--- config.mk ---
export PLATFORM = sky130hd
export DESIGN_NAME = dual_slope_ctrl
export DESIGN_NICKNAME = d
export VERILOG_FILES = /design/src/rtl/dual_slope_ctrl.sv
export SDC_FILE = /design/constraint.sdc
export NUM_CORES = 1
export LEC_CHECK = 0
export CAP_MARGIN = 20
export CORE_UTILIZATION = 50
export CTS_CLUSTER_SIZE = 40
export DETAILED_ROUTE_END_ITERATION = 10
export PLACE_DENSITY = 0.81
export SYNTH_ARGS = -nofsm -noshare
export SYNTH_HDL_FRONTEND = slang
export SYNTH_SLANG_ARGS = --single-unit
export TNS_END_PERCENT = 10
--- constraint.sdc ---
create_clock -name clk -period 6 [get_ports clk]
set_input_delay 1.8 -clock clk [delete_from_list [all_inputs] [get_ports clk]]
set_output_delay 1.8 -clock clk [all_outputs]
set_load 0.005 [all_outputs]
--- src/rtl/dual_slope_ctrl.sv ---
// Dual-slope ADC sequencer: auto-zero, fixed-time integrate, timed de-integrate.
// Optional input polarity handling (sign latch, -ref switch) enabled by DUAL_SLOPE_POLARITY_EN.
module dual_slope_ctrl #(
  parameter int CNT_W = 10,
  parameter int T_AZ  = 16,
  parameter int T_INT = 1000
) (
  input  logic             clk,
  input  logic             reset,
  input  logic             iniciar,
  input  logic             abort,
  input  logic             Vint_z,
  input  logic             Vint_pos,
  output logic [3:0]       ch,
  output logic             busy,
  output logic             done,
  output logic             overflow,
  output logic             sign,
  output logic [CNT_W-1:0] result
);

  typedef enum logic [2:0] {
    IDLE        = 3'd0,
    AUTOZERO    = 3'd1,
    INTEGRATE   = 3'd2,
    DEINTEGRATE = 3'd3,
    DONE        = 3'd4
  } state_t;

  localparam logic [3:0] CH_VM   = 4'b0001;
  localparam logic [3:0] CH_PREF = 4'b0010;
  localparam logic [3:0] CH_ZERO = 4'b0100;
  localparam logic [3:0] CH_NREF = 4'b1000;

  localparam logic [CNT_W-1:0] AZ_LAST  = CNT_W'(T_AZ - 1);
  localparam logic [CNT_W-1:0] INT_LAST = CNT_W'(T_INT - 1);
  localparam logic [CNT_W-1:0] CNT_FULL = {CNT_W{1'b1}};
  localparam logic [CNT_W-1:0] CNT_ONE  = {{(CNT_W-1){1'b0}}, 1'b1};

  state_t           state_r;
  logic [CNT_W-1:0] cnt_r;
  logic             sign_latch_s;

`ifdef DUAL_SLOPE_POLARITY_EN
  // Polarity at the end of integration selects the opposing reference.
  always_comb begin
    sign_latch_s = ~Vint_pos;
  end
`else
  logic unused_vint_pos_s;
  assign unused_vint_pos_s = Vint_pos;

  // Without polarity support every input is treated as positive.
  always_comb begin
    sign_latch_s = 1'b0;
  end
`endif

  // Sequencer state, phase counter and all registered outputs.
  always_ff @(posedge clk) begin
    if (reset) begin
      state_r  <= IDLE;
      cnt_r    <= '0;
      ch       <= CH_ZERO;
      busy     <= 1'b0;
      done     <= 1'b0;
      overflow <= 1'b0;
      sign     <= 1'b0;
      result   <= '0;
    end else begin
      done <= 1'b0;
      case (state_r)
        IDLE: begin
          ch <= CH_ZERO;
          if (iniciar) begin
            state_r <= AUTOZERO;
            cnt_r   <= '0;
            busy    <= 1'b1;
          end else begin
            busy <= 1'b0;
          end
        end
        AUTOZERO: begin
          if (abort) begin
            state_r <= IDLE;
            busy    <= 1'b0;
            ch      <= CH_ZERO;
          end else if (cnt_r == AZ_LAST) begin
            state_r <= INTEGRATE;
            cnt_r   <= '0;
            ch      <= CH_VM;
          end else begin
            cnt_r <= cnt_r + CNT_ONE;
          end
        end
        INTEGRATE: begin
          if (abort) begin
            state_r <= IDLE;
            busy    <= 1'b0;
            ch      <= CH_ZERO;
          end else if (cnt_r == INT_LAST) begin
            state_r <= DEINTEGRATE;
            cnt_r   <= '0;
            sign    <= sign_latch_s;
            ch      <= sign_latch_s ? CH_NREF : CH_PREF;
          end else begin
            cnt_r <= cnt_r + CNT_ONE;
          end
        end
        DEINTEGRATE: begin
          // Zero crossing wins over full scale when both occur together.
          if (abort) begin
            state_r <= IDLE;
            busy    <= 1'b0;
            ch      <= CH_ZERO;
          end else if (Vint_z) begin
            state_r  <= DONE;
            result   <= cnt_r;
            overflow <= 1'b0;
            done     <= 1'b1;
            ch       <= CH_ZERO;
          end else if (cnt_r == CNT_FULL) begin
            state_r  <= DONE;
            result   <= CNT_FULL;
            overflow <= 1'b1;
            done     <= 1'b1;
            ch       <= CH_ZERO;
          end else begin
            cnt_r <= cnt_r + CNT_ONE;
          end
        end
        DONE: begin
          state_r <= IDLE;
          busy    <= 1'b0;
          ch      <= CH_ZERO;
        end
        default: begin
          state_r <= IDLE;
          cnt_r   <= '0;
          busy    <= 1'b0;
          ch      <= CH_ZERO;
        end
      endcase
    end
  end

endmodule

==> summary.txt, run 1 <==
Status
  – Status: finished, final reports clean

STA
  – Setup TNS: 0 ps
  – Hold WS: 470 ps
  – Slew @ Worst Pin: 759 ps
  – Slew Viols, Final: 0
  – # setup viols final: 0
  – Max Fclk: 273 MHz
  – Post-layout minimum cycle time: 3660 ps
  – Worst slew margin: 0.493
  – Fin. Hold Viols: 0
  – Clock Skew: 5.14 ps
  – RSZ-0062 raised after global routing: no
  – Period utilization: 0.610

Synthesis
  – Fraction of synthesized cell area in xor and xnor cells: 0.00594
  – Synth Cell Area: 1480 µm²
  – Mux cell area share after synthesis: 0.00679
  – Synth unique cells: 44
  – Cell count after synthesis: 167
  – Synth Area in Compound Gates: 0.282
  – Sequential element share of the synthesized area: 0.394
  – Post-Synth Adder-Cell Area: 0.00848
  – Ys Warns: 0
  – Synth Register Bits: 29
  – Fraction of the mapped netlist area in simple logic gates: 0.218
  – Main synth FF type: dfxtp_1
  – Post-Syn Area per Cell: 8.83 µm²
  – Ys async rst share: 0
  – Combinational family with the most area after synthesis: compound AO/OA/AOI/OAI gates
  – EDFF count, synth: 0

Worst setup path
  – CP Data Required Time: 6240 ps
  – Critical Path Sink Type: flop
  – Crit path DAT: 3900 ps
  – Crit start category: primary input
  – WS Path Type: in2reg
  – CP Max Fanout: 21

Die
  – Core ar.: 2780 µm²
  – Row count: 19
  – Die Height: 56.3 µm
  – Initial cell density of the core: 0.530
  – Chip width: 56.3 µm
  – # IOs: 24
  – Die area: 3170 µm²

Finish
  – Most frequent cells in the layout: dfxtp_1 (29), clkdlybuf4s50_1 (20), nor2_1 (15)
  – Area delta synth->final: 15.2%
  – Fin area: 1700 µm²
  – Layout cells sized above 1: 0.104
  – Most common cell after layout, fill and taps aside: dfxtp_1
  – Diodes inserted: 0
  – Nets: 189

Routing
  – DR pass1 iterations: 4
  – Drt first-iter violations: 30
  – WL final: 3.20 mm
  – Drt drc: 0
  – WL/cell: 15.0 µm
  – Routed vias: 1,302
  – Antenna-violating nets left: 0
  – Avg Vias per Cell: 6.11

CTS
  – Post-CTS Setup Bufs: 0
  – CTS Sinks: 29
  – Clock transition at path regs: 80 ps
  – CTS Buffer Depth: 2
  – Clock root cell: clkbuf_4
  – Clk_lat worst skew: 330 ps
  – H-tree levels: 2
  – Resized cells post-CTS: 0
  – TritonCTS Buffers: 5
  – CTS tree: yes
  – CTS Hold Bufs: 0

GRT
  – Largest net degree at the start of global routing: 24
  – Number of global-route vias before repair: 1,185
  – Initial antenna violation count: 0
  – Gr usage total: 0.215
  – Congestion Overflow GR: 0
  – First-pass GRT wire length: 5.33 mm

Place
  – Final HPWL DP: 2.27 mm
  – Placed cell areas: 1640 µm²
  – PortBufs: 20
  – GP Congestion: 0.854

Power and ir drop
  – Leak pwr: 0.548 nW
  – Pwr/cell area: 219 nW/µm²
  – VDD IR max: 0.191 mV

Hold path
  – Hold crit path type: reg2reg

Flow run
  – Max-Cap Viols: 0
[worst max-delay path, cell delays in order]
cell and delay [ps]:
clkdlybuf4s50_1 790, a211o_2 520, or4_4 530, o31ai_2 250
[kinds of logic (layout without fill, tap and decap cells)]
family,count (synthesis),after routing
buf+inv,26,40
xor+xnor,1,1
other cells,1,2
mux,1,1
simple gates,62,62
flops,29,29
compound gates,46,46
fa+ha+maj,1,1
[flip-flops by register name, indices dropped and copies added (netlist names)]
| signal | cells |
|---|---|
| busy | 1 |
| ch | 3 |
| cnt_r | 10 |
| done | 1 |
| overflow | 1 |
| result | 10 |
| state_r | 3 |
[worst paths after layout]
path	startpoint	to	slack, ps	cells past startpoint
setup / recovery	reset	cnt_r[5]	2340	4
hold / removal	overflow	overflow	470	1
setup reg to reg	cnt_r[1]	state_r[0]	3700	6
hold reg to reg	overflow	overflow	470	1
[synth_stat cells, drive strengths merged (2+ instances only)]
cell	n	area share
or4	2	0.013
nand3	4	0.014
and3	3	0.013
o22ai	2	0.0085
nand3b	2	0.013
and2	4	0.017
a311oi	10	0.059
o31ai	8	0.061
buf	6	0.032
a211oi	2	0.010
a21oi	3	0.010
nor3	5	0.017
nand2	14	0.036
dfxtp	29	0.39
nor2	15	0.038
clkbuf	7	0.018
o41ai	2	0.022
o21ai	4	0.014
inv	13	0.033
o2bb2ai	2	0.012
o2bb2a	6	0.041
nand4	7	0.030
[stage by stage]
step	std cells	total power, mW	setup slack [ps]	util
finish	213	0.372	2340	0.611
detailed placement	206	0.257	2010	0.591
global placement	206	0.255	2070	0.591
floorplan	168	0.243	3060	-
CTS	213	0.375	2360	0.611
global route	213	0.391	2270	0.611
[per-layer routing]
metal,wire length [µm],global-route usage,vias to the layer above
met5,0,0,-
met4,40,0.0836,0
met3,152,0.0691,5
met2,1530,0.327,33
met1,1480,0.284,620
li1,-,-,644
[final cells by class]
cell class              instances  area (µm²)
fillers                       252        1080
multi-input cells             113         776
flip-flops and latches         29         581
repair buffers                 20         200
clock buffers                   7        55.1
inverters                      13        48.8
well taps                      31        38.8
[report_power, final]
group	internal (mW)	switching [mW]
logic	0.0202	0.0284
clock network	0.0552	0.0634
registers	0.197	0.00762
total	0.273	0.0994
Note: power is estimated with default switching activity, not from simulation.
==> run 2, diff against run 1 <==
CORE_UTILIZATION = 47   (was 50)
PLACE_DENSITY = 0.8   (was 0.81)
clock period = 3.1 ns   (was 6 ns; I/O delays follow)
==> run 2 against run 1 <==
The flow now finishes with violations (DRC); core utilization decreased by 0.74 points; final area increased by 1.3%; via count increased by 4.2%; cell count increased by 1.9%; register-to-register slack got worse by 2900 ps; non-clock buffer count increased by 3; flip-flop and latch count unchanged; global-route usage increased by 0.81 points; critical path type unchanged; critical endpoint is now state_r[0].
==> summary.txt, run 2 (synthesized netlist as in run 1, its figures left out) <==
CTS
  – TritonCTS Buffers: 5 (unchanged)
  – Resized cells post-CTS: 0 (unchanged)
  – CTS Hold Bufs: 0 (unchanged)
  – Post-CTS Setup Bufs: 0 (unchanged)
  – Clock root cell: clkbuf_4 (unchanged)
  – Clk_lat worst skew: 340 ps (was 330 ps)
  – CTS tree: yes (unchanged)
  – Clock transition at path regs: 90 ps (was 80 ps)
  – CTS Sinks: 29 (unchanged)
  – H-tree levels: 2 (unchanged)
  – CTS Buffer Depth: 2 (unchanged)

Worst setup path
  – Slowest cell delay on critical path: 570 ps (was 790 ps)
  – Critical Path Sink Type: flop (unchanged)
  – WS Path Type: in2reg (unchanged)
  – Crit path cell chain: clkdlybuf4s50_1 -> o21ai_0 -> nand2_1 -> a211oi_1 -> and2_1 -> o221a_2 (was clkdlybuf4s50_1 -> a211o_2 -> or4_4 -> o31ai_2)
  – CP delay by family, top: compound AO/OA/AOI/OAI gates (was buffers and inverters)
  – Flop-to-flop setup slack: 780 ps (was 3700 ps)
  – CP Buf/Inv Count: 1 (unchanged)
  – Reg2reg path depth: 6 (unchanged)
  – Crit start category: primary input (unchanged)
  – CP Data Required Time: 3390 ps (was 6240 ps)
  – Crit-path slowest cell: a211oi_1 (was clkdlybuf4s50_1)
  – RR Startpoint: cnt_r[1] (unchanged)
  – Crit path DAT: 2750 ps (was 3900 ps)
  – Reg2Reg Capture Point: state_r[0] (unchanged)
  – CP Max Fanout: 6 (was 21)

Routing
  – Routed vias: 1,357 (was 1,302)
  – Antenna-violating nets left: 0 (unchanged)
  – Drt drc: 4 (was 0)
  – DR pass1 iterations: 7 (was 4)
  – WL/cell: 15.1 µm (was 15.0 µm)
  – WL final: 3.28 mm (was 3.20 mm)
  – Avg Vias per Cell: 6.25 (was 6.11)
  – Drt first-iter violations: 76 (was 30)

Finish
  – Layout cells sized above 1: 0.129 (was 0.104)
  – Most common cell after layout, fill and taps aside: dfxtp_1 (unchanged)
  – Non-Filler Instances: 217 (was 213)
  – Nets: 192 (was 189)
  – Diodes inserted: 0 (unchanged)
  – Most frequent cells in the layout: dfxtp_1 (29), clkdlybuf4s50_1 (20), nor2_1 (15) (unchanged)
  – Top Registers: cnt_r (10), result (10) (unchanged)
  – Area delta synth->final: 16.7% (was 15.2%)

GRT
  – Gr usage total: 0.223 (was 0.215)
  – Initial antenna violation count: 0 (unchanged)
  – Congestion Overflow GR: 0 (unchanged)
  – Largest net degree at the start of global routing: 24 (unchanged)
  – First-pass GRT wire length: 5.69 mm (was 5.33 mm)
  – Number of global-route vias before repair: 1,254 (was 1,185)

Power and ir drop
  – Pwr/cell area: 419 nW/µm² (was 219 nW/µm²)
  – Clk pwr share: 0.316 (was 0.319)
  – Seq pwr share: 0.550 (was 0.551)
  – Leak pwr: 0.563 nW (was 0.548 nW)
  – VDD IR max: 0.217 mV (was 0.191 mV)
  – Sw Ratio: 0.295 (was 0.267)
  – NetSw: 213 µW (was 99.4 µW)
  – Combinational share of power: 0.134 (was 0.131)
  – Internal cell power: 508 µW (was 273 µW)

Status
  – Failing checks: DRC
  – Status: finished with violations (was finished, final reports clean)

STA
  – Post-layout minimum cycle time: 2460 ps
  – Final critical-path setup slack: 640 ps (was 2340 ps)
  – RSZ-0062 raised after global routing: no (unchanged)
  – Hold WS: 475 ps (was 470 ps)
  – Clock Skew: 5.81 ps (was 5.14 ps)
  – Slew @ Worst Pin: 702 ps (was 759 ps)
  – Setup TNS: 0 ps (unchanged)
  – Worst slew margin: 0.529 (was 0.493)
  – Fin. Hold Viols: 0 (unchanged)
  – # setup viols final: 0 (unchanged)
  – Slew Viols, Final: 0 (unchanged)
  – Max Fclk: 407 MHz
  – Period utilization: 0.793

Place
  – GP Congestion: 0.835 (was 0.854)
  – Worst slack, placed: 336 ps (was 2010 ps)
  – Cells after DPL: 209 (was 206)
  – Final HPWL DP: 2.33 mm (was 2.27 mm)
  – PortBufs: 20 (unchanged)

Flow run
  – Max-Cap Viols: 0 (unchanged)

Hold path
  – Hold Path Sink: overflow (unchanged)
  – Worst hold path depth: 1 (unchanged)
  – Hold crit path type: reg2reg (unchanged)
  – Hold Startpoint: overflow (unchanged)

Die
  – Chip width: 58.0 µm (was 56.3 µm)
  – Row count: 19 (unchanged)
  – Die area: 3370 µm² (was 3170 µm²)
  – # IOs: 24 (unchanged)
  – Initial cell density of the core: 0.517 (was 0.530)
  – Die Height: 58.0 µm (was 56.3 µm)
  – Core ar.: 2850 µm² (was 2780 µm²)
-- run 2: final cells by class --
type,count,area [µm²]
Tap cell,31,38.8
Fill cell,257,1130
Inverter,13,48.8
Timing Repair Buffer,23,223
Sequential cell,29,581
Clock inverter,3,17.5
Multi-Input combinational cell,113,776
Clock buffer,5,37.5
-- run 2: worst max-delay path by stage --
stage                      end  depth (start not counted)  slack (ps)  start
floorplan             cnt_r[7]                          4        1030  reset
global placement    state_r[0]                          6         430  abort
detailed placement       ch[2]                          6         340  abort
CTS                      ch[2]                          6         690  abort
global route             ch[2]                          6         480  abort
finish              state_r[0]                          6         640  abort
-- run 2: per-layer routing --
layer	up-vias	part of all wire	global-route usage
met3	7	0.062	0.0603
met4	0	0.013	0.102
met2	57	0.48	0.361
met1	635	0.44	0.277
li1	658	-	-
met5	-	0	0
-- run 2: stage by stage --
| step | utilization | total power, mW | area (µm²) |
|---|---|---|---|
| after floorplan | - | 0.471 | 1480 |
| after global placement | 0.584 | 0.495 | 1670 |
| after detailed placement | 0.584 | 0.500 | 1670 |
| after CTS | 0.604 | 0.723 | 1720 |
| after global routing | 0.604 | 0.755 | 1720 |
| final | 0.604 | 0.721 | 1720 |
-- run 2: worst reg2reg max path, cell delays in order, from the launching register on --
cell     delay, ps
dfxtp_1        380
ha_1           270
nand3_1        220
nor4_1         620
nor2_1         230
and2_1         260
o221a_2        240
-- run 2: power by group through the flow --
stage                     clock network, mW  registers [mW]  logic [mW]
after global routing                  0.249           0.399       0.107
after floorplan                           0           0.396      0.0747
after global placement                    0           0.404      0.0912
after detailed placement                  0           0.405      0.0950
after CTS                             0.231           0.396      0.0954
final                                 0.228           0.397      0.0966
==> run 3, diff against run 2 <==
clock period = 2.2 ns   (was 3.1 ns; I/O delays follow)
==> run 3 against run 2 <==
Sequential share of layout area fell by 2.8 points; the run still ends with DRC left; critical path depth is 2 higher; power rose by 49%; combinational power up 97%; first-iteration DRC count down 28%.
==> summary.txt, run 3 (synthesized netlist as in run 1, its figures left out) <==
STA
  – # setup viols final: 0 (unchanged)
  – Setup TNS: 0 ps (unchanged)
  – RSZ-0062 raised after global routing: no (unchanged)
  – Post-layout minimum cycle time: 2080 ps
  – Period utilization: 0.944
  – Slew Viols, Final: 0 (unchanged)
  – Max Fclk: 482 MHz
  – Clock Skew: 13.3 ps (was 5.81 ps)
  – Fin. Hold Viols: 0 (unchanged)

Finish
  – Nets: 211 (was 192)
  – Filler cells: 243 (was 257)
  – Area delta synth->final: 27.2% (was 16.7%)
  – Multi-input combinational cell area: 776 µm² (unchanged)
  – Diodes inserted: 0 (unchanged)
  – Most common cell after layout, fill and taps aside: dfxtp_1 (unchanged)
  – FF+latch area: 581 µm² (unchanged)
  – Top Registers: cnt_r (10), result (10) (unchanged)
  – Most frequent cells in the layout: dfxtp_1 (29), buf_4 (21), clkdlybuf4s50_1 (20) (was dfxtp_1 (29), clkdlybuf4s50_1 (20), nor2_1 (15))
  – Fin area: 1880 µm² (was 1720 µm²)
  – Layout cells sized above 1: 0.201 (was 0.129)

Power and ir drop
  – Pwr/cell area: 573 nW/µm² (was 419 nW/µm²)
  – VDD IR max: 0.278 mV (was 0.217 mV)
  – Leak pwr: 0.661 nW (was 0.563 nW)

Routing
  – WL/cell: 15.8 µm (was 15.1 µm)
  – Routed vias: 1,449 (was 1,357)
  – DR pass1 iterations: 10 (was 7)
  – Drt first-iter violations: 55 (was 76)
  – Antenna-violating nets left: 0 (unchanged)
  – WL final: 3.70 mm (was 3.28 mm)
  – Drt drc: 2 (was 4)
  – Avg Vias per Cell: 6.17 (was 6.25)

GRT
  – Gr usage total: 0.246 (was 0.223)
  – First-pass GRT wire length: 6.27 mm (was 5.69 mm)
  – Number of global-route vias before repair: 1,397 (was 1,254)
  – Largest net degree at the start of global routing: 24 (unchanged)
  – Congestion Overflow GR: 0 (unchanged)
  – Initial antenna violation count: 0 (unchanged)

Status
  – Status: finished with violations (unchanged)
  – Failing checks: DRC (unchanged)

Die
  – Die area: 3370 µm² (unchanged)
  – Row count: 19 (unchanged)
  – Die Height: 58.0 µm (unchanged)
  – # IOs: 24 (unchanged)
  – Core ar.: 2850 µm² (unchanged)
  – Initial cell density of the core: 0.517 (unchanged)
  – Chip width: 58.0 µm (unchanged)

Place
  – Placed cell areas: 1820 µm² (was 1670 µm²)
  – GP Congestion: 0.841 (was 0.835)
  – PortBufs: 20 (unchanged)
  – Final HPWL DP: 2.78 mm (was 2.33 mm)

CTS
  – TritonCTS Buffers: 5 (unchanged)
  – Resized cells post-CTS: 0 (unchanged)
  – CTS Buffer Depth: 2 (unchanged)
  – CTS Sinks: 29 (unchanged)
  – CTS tree: yes (unchanged)
  – Clk_lat worst skew: 340 ps (about the same)
  – H-tree levels: 2 (unchanged)
  – Clock root cell: clkbuf_4 (unchanged)
  – CTS Hold Bufs: 0 (unchanged)
  – Clock transition at path regs: 100 ps (was 90 ps)
  – Post-CTS Setup Bufs: 0 (unchanged)

Worst setup path
  – Reg2reg path depth: 8 (was 6)
  – Crit path cell chain: ha_1 -> nand3_1 -> buf_4 -> nor3_1 -> o2111a_1 -> buf_12 -> nor2_1 -> a311oi_1 (was clkdlybuf4s50_1 -> o21ai_0 -> nand2_1 -> a211oi_1 -> and2_1 -> o221a_2)
  – RR Startpoint: cnt_r[1] (unchanged)
  – Critical Path Sink Type: flop (unchanged)
  – Crit start category: flop (was primary input)
  – CP Max Fanout: 23 (was 6)
  – Flop-to-flop setup slack: 120 ps (was 780 ps)
  – Crit-path slowest cell: dfxtp_1 (was a211oi_1)
  – CP Data Required Time: 2430 ps (was 3390 ps)
  – Crit path from: cnt_r[1] (was abort)
  – Reg2Reg Capture Point: result[6] (was state_r[0])
  – Crit path DAT: 2310 ps (was 2750 ps)
  – WS Path Type: reg2reg (was in2reg)
  – Slowest cell delay on critical path: 400 ps (was 570 ps)

Hold path
  – Worst hold path depth: 2 (was 1)
  – Hold crit path type: reg2reg (unchanged)
  – Hold Path Sink: ch[1] (was overflow)
  – Hold Startpoint: ch[1] (was overflow)

Flow run
  – Max-Cap Viols: 0 (unchanged)
## run 3: area by class of cell
type                    instances  share of cell area
multi-input cells             113               0.413
well taps                      31              0.0207
repair buffers                 42               0.201
clock buffers                   7              0.0293
flip-flops and latches         29               0.309
inverters                      13              0.0260
## run 3: worst max-delay path, delay by kind of cell (launching register included)
family / cells / cell delay, ps
AO/OA/AOI/OAI: 2 / 530
adder cells (fa/ha/maj): 1 / 260
buffers and inverters: 2 / 330
flip-flops: 1 / 400
AND/OR/NAND/NOR: 3 / 440
## run 3: worst max path at each step
stage,endpoint,slack (ps)
2_1_floorplan,cnt_r[7],250
3_3_place_gp,cnt_r[8],-80
3_5_place_dp,cnt_r[9],-180
4_1_cts,result[6],120
5_1_grt,result[6],20
6_report,result[6],120
## run 3: metal layers
layer  global-route usage  routed length [µm]
met5                    0                   0
met4                0.116                  89
met3               0.0603                 232
met2                0.417                1850
met1                0.292                1530
## run 3: per-stage QoR
stage	cells	total power, mW	hold WS [ps]	setup slack (ps)	utilization
4_1_cts	235	1.07	491	122	0.658
5_1_grt	235	1.12	514	24.8	0.658
2_1_floorplan	168	0.663	465	251	-
6_report	235	1.07	483	123	0.658
3_5_place_dp	228	0.750	479	-181	0.639
3_3_place_gp	228	0.740	452	-79.3	0.639
## run 3: power by group
part / internal, mW / total, mW / switching, mW
Combinational: 0.0924 / 0.190 / 0.0974
Sequential: 0.538 / 0.551 / 0.0128
Clock: 0.150 / 0.334 / 0.183
Total: 0.781 / 1.07 / 0.293
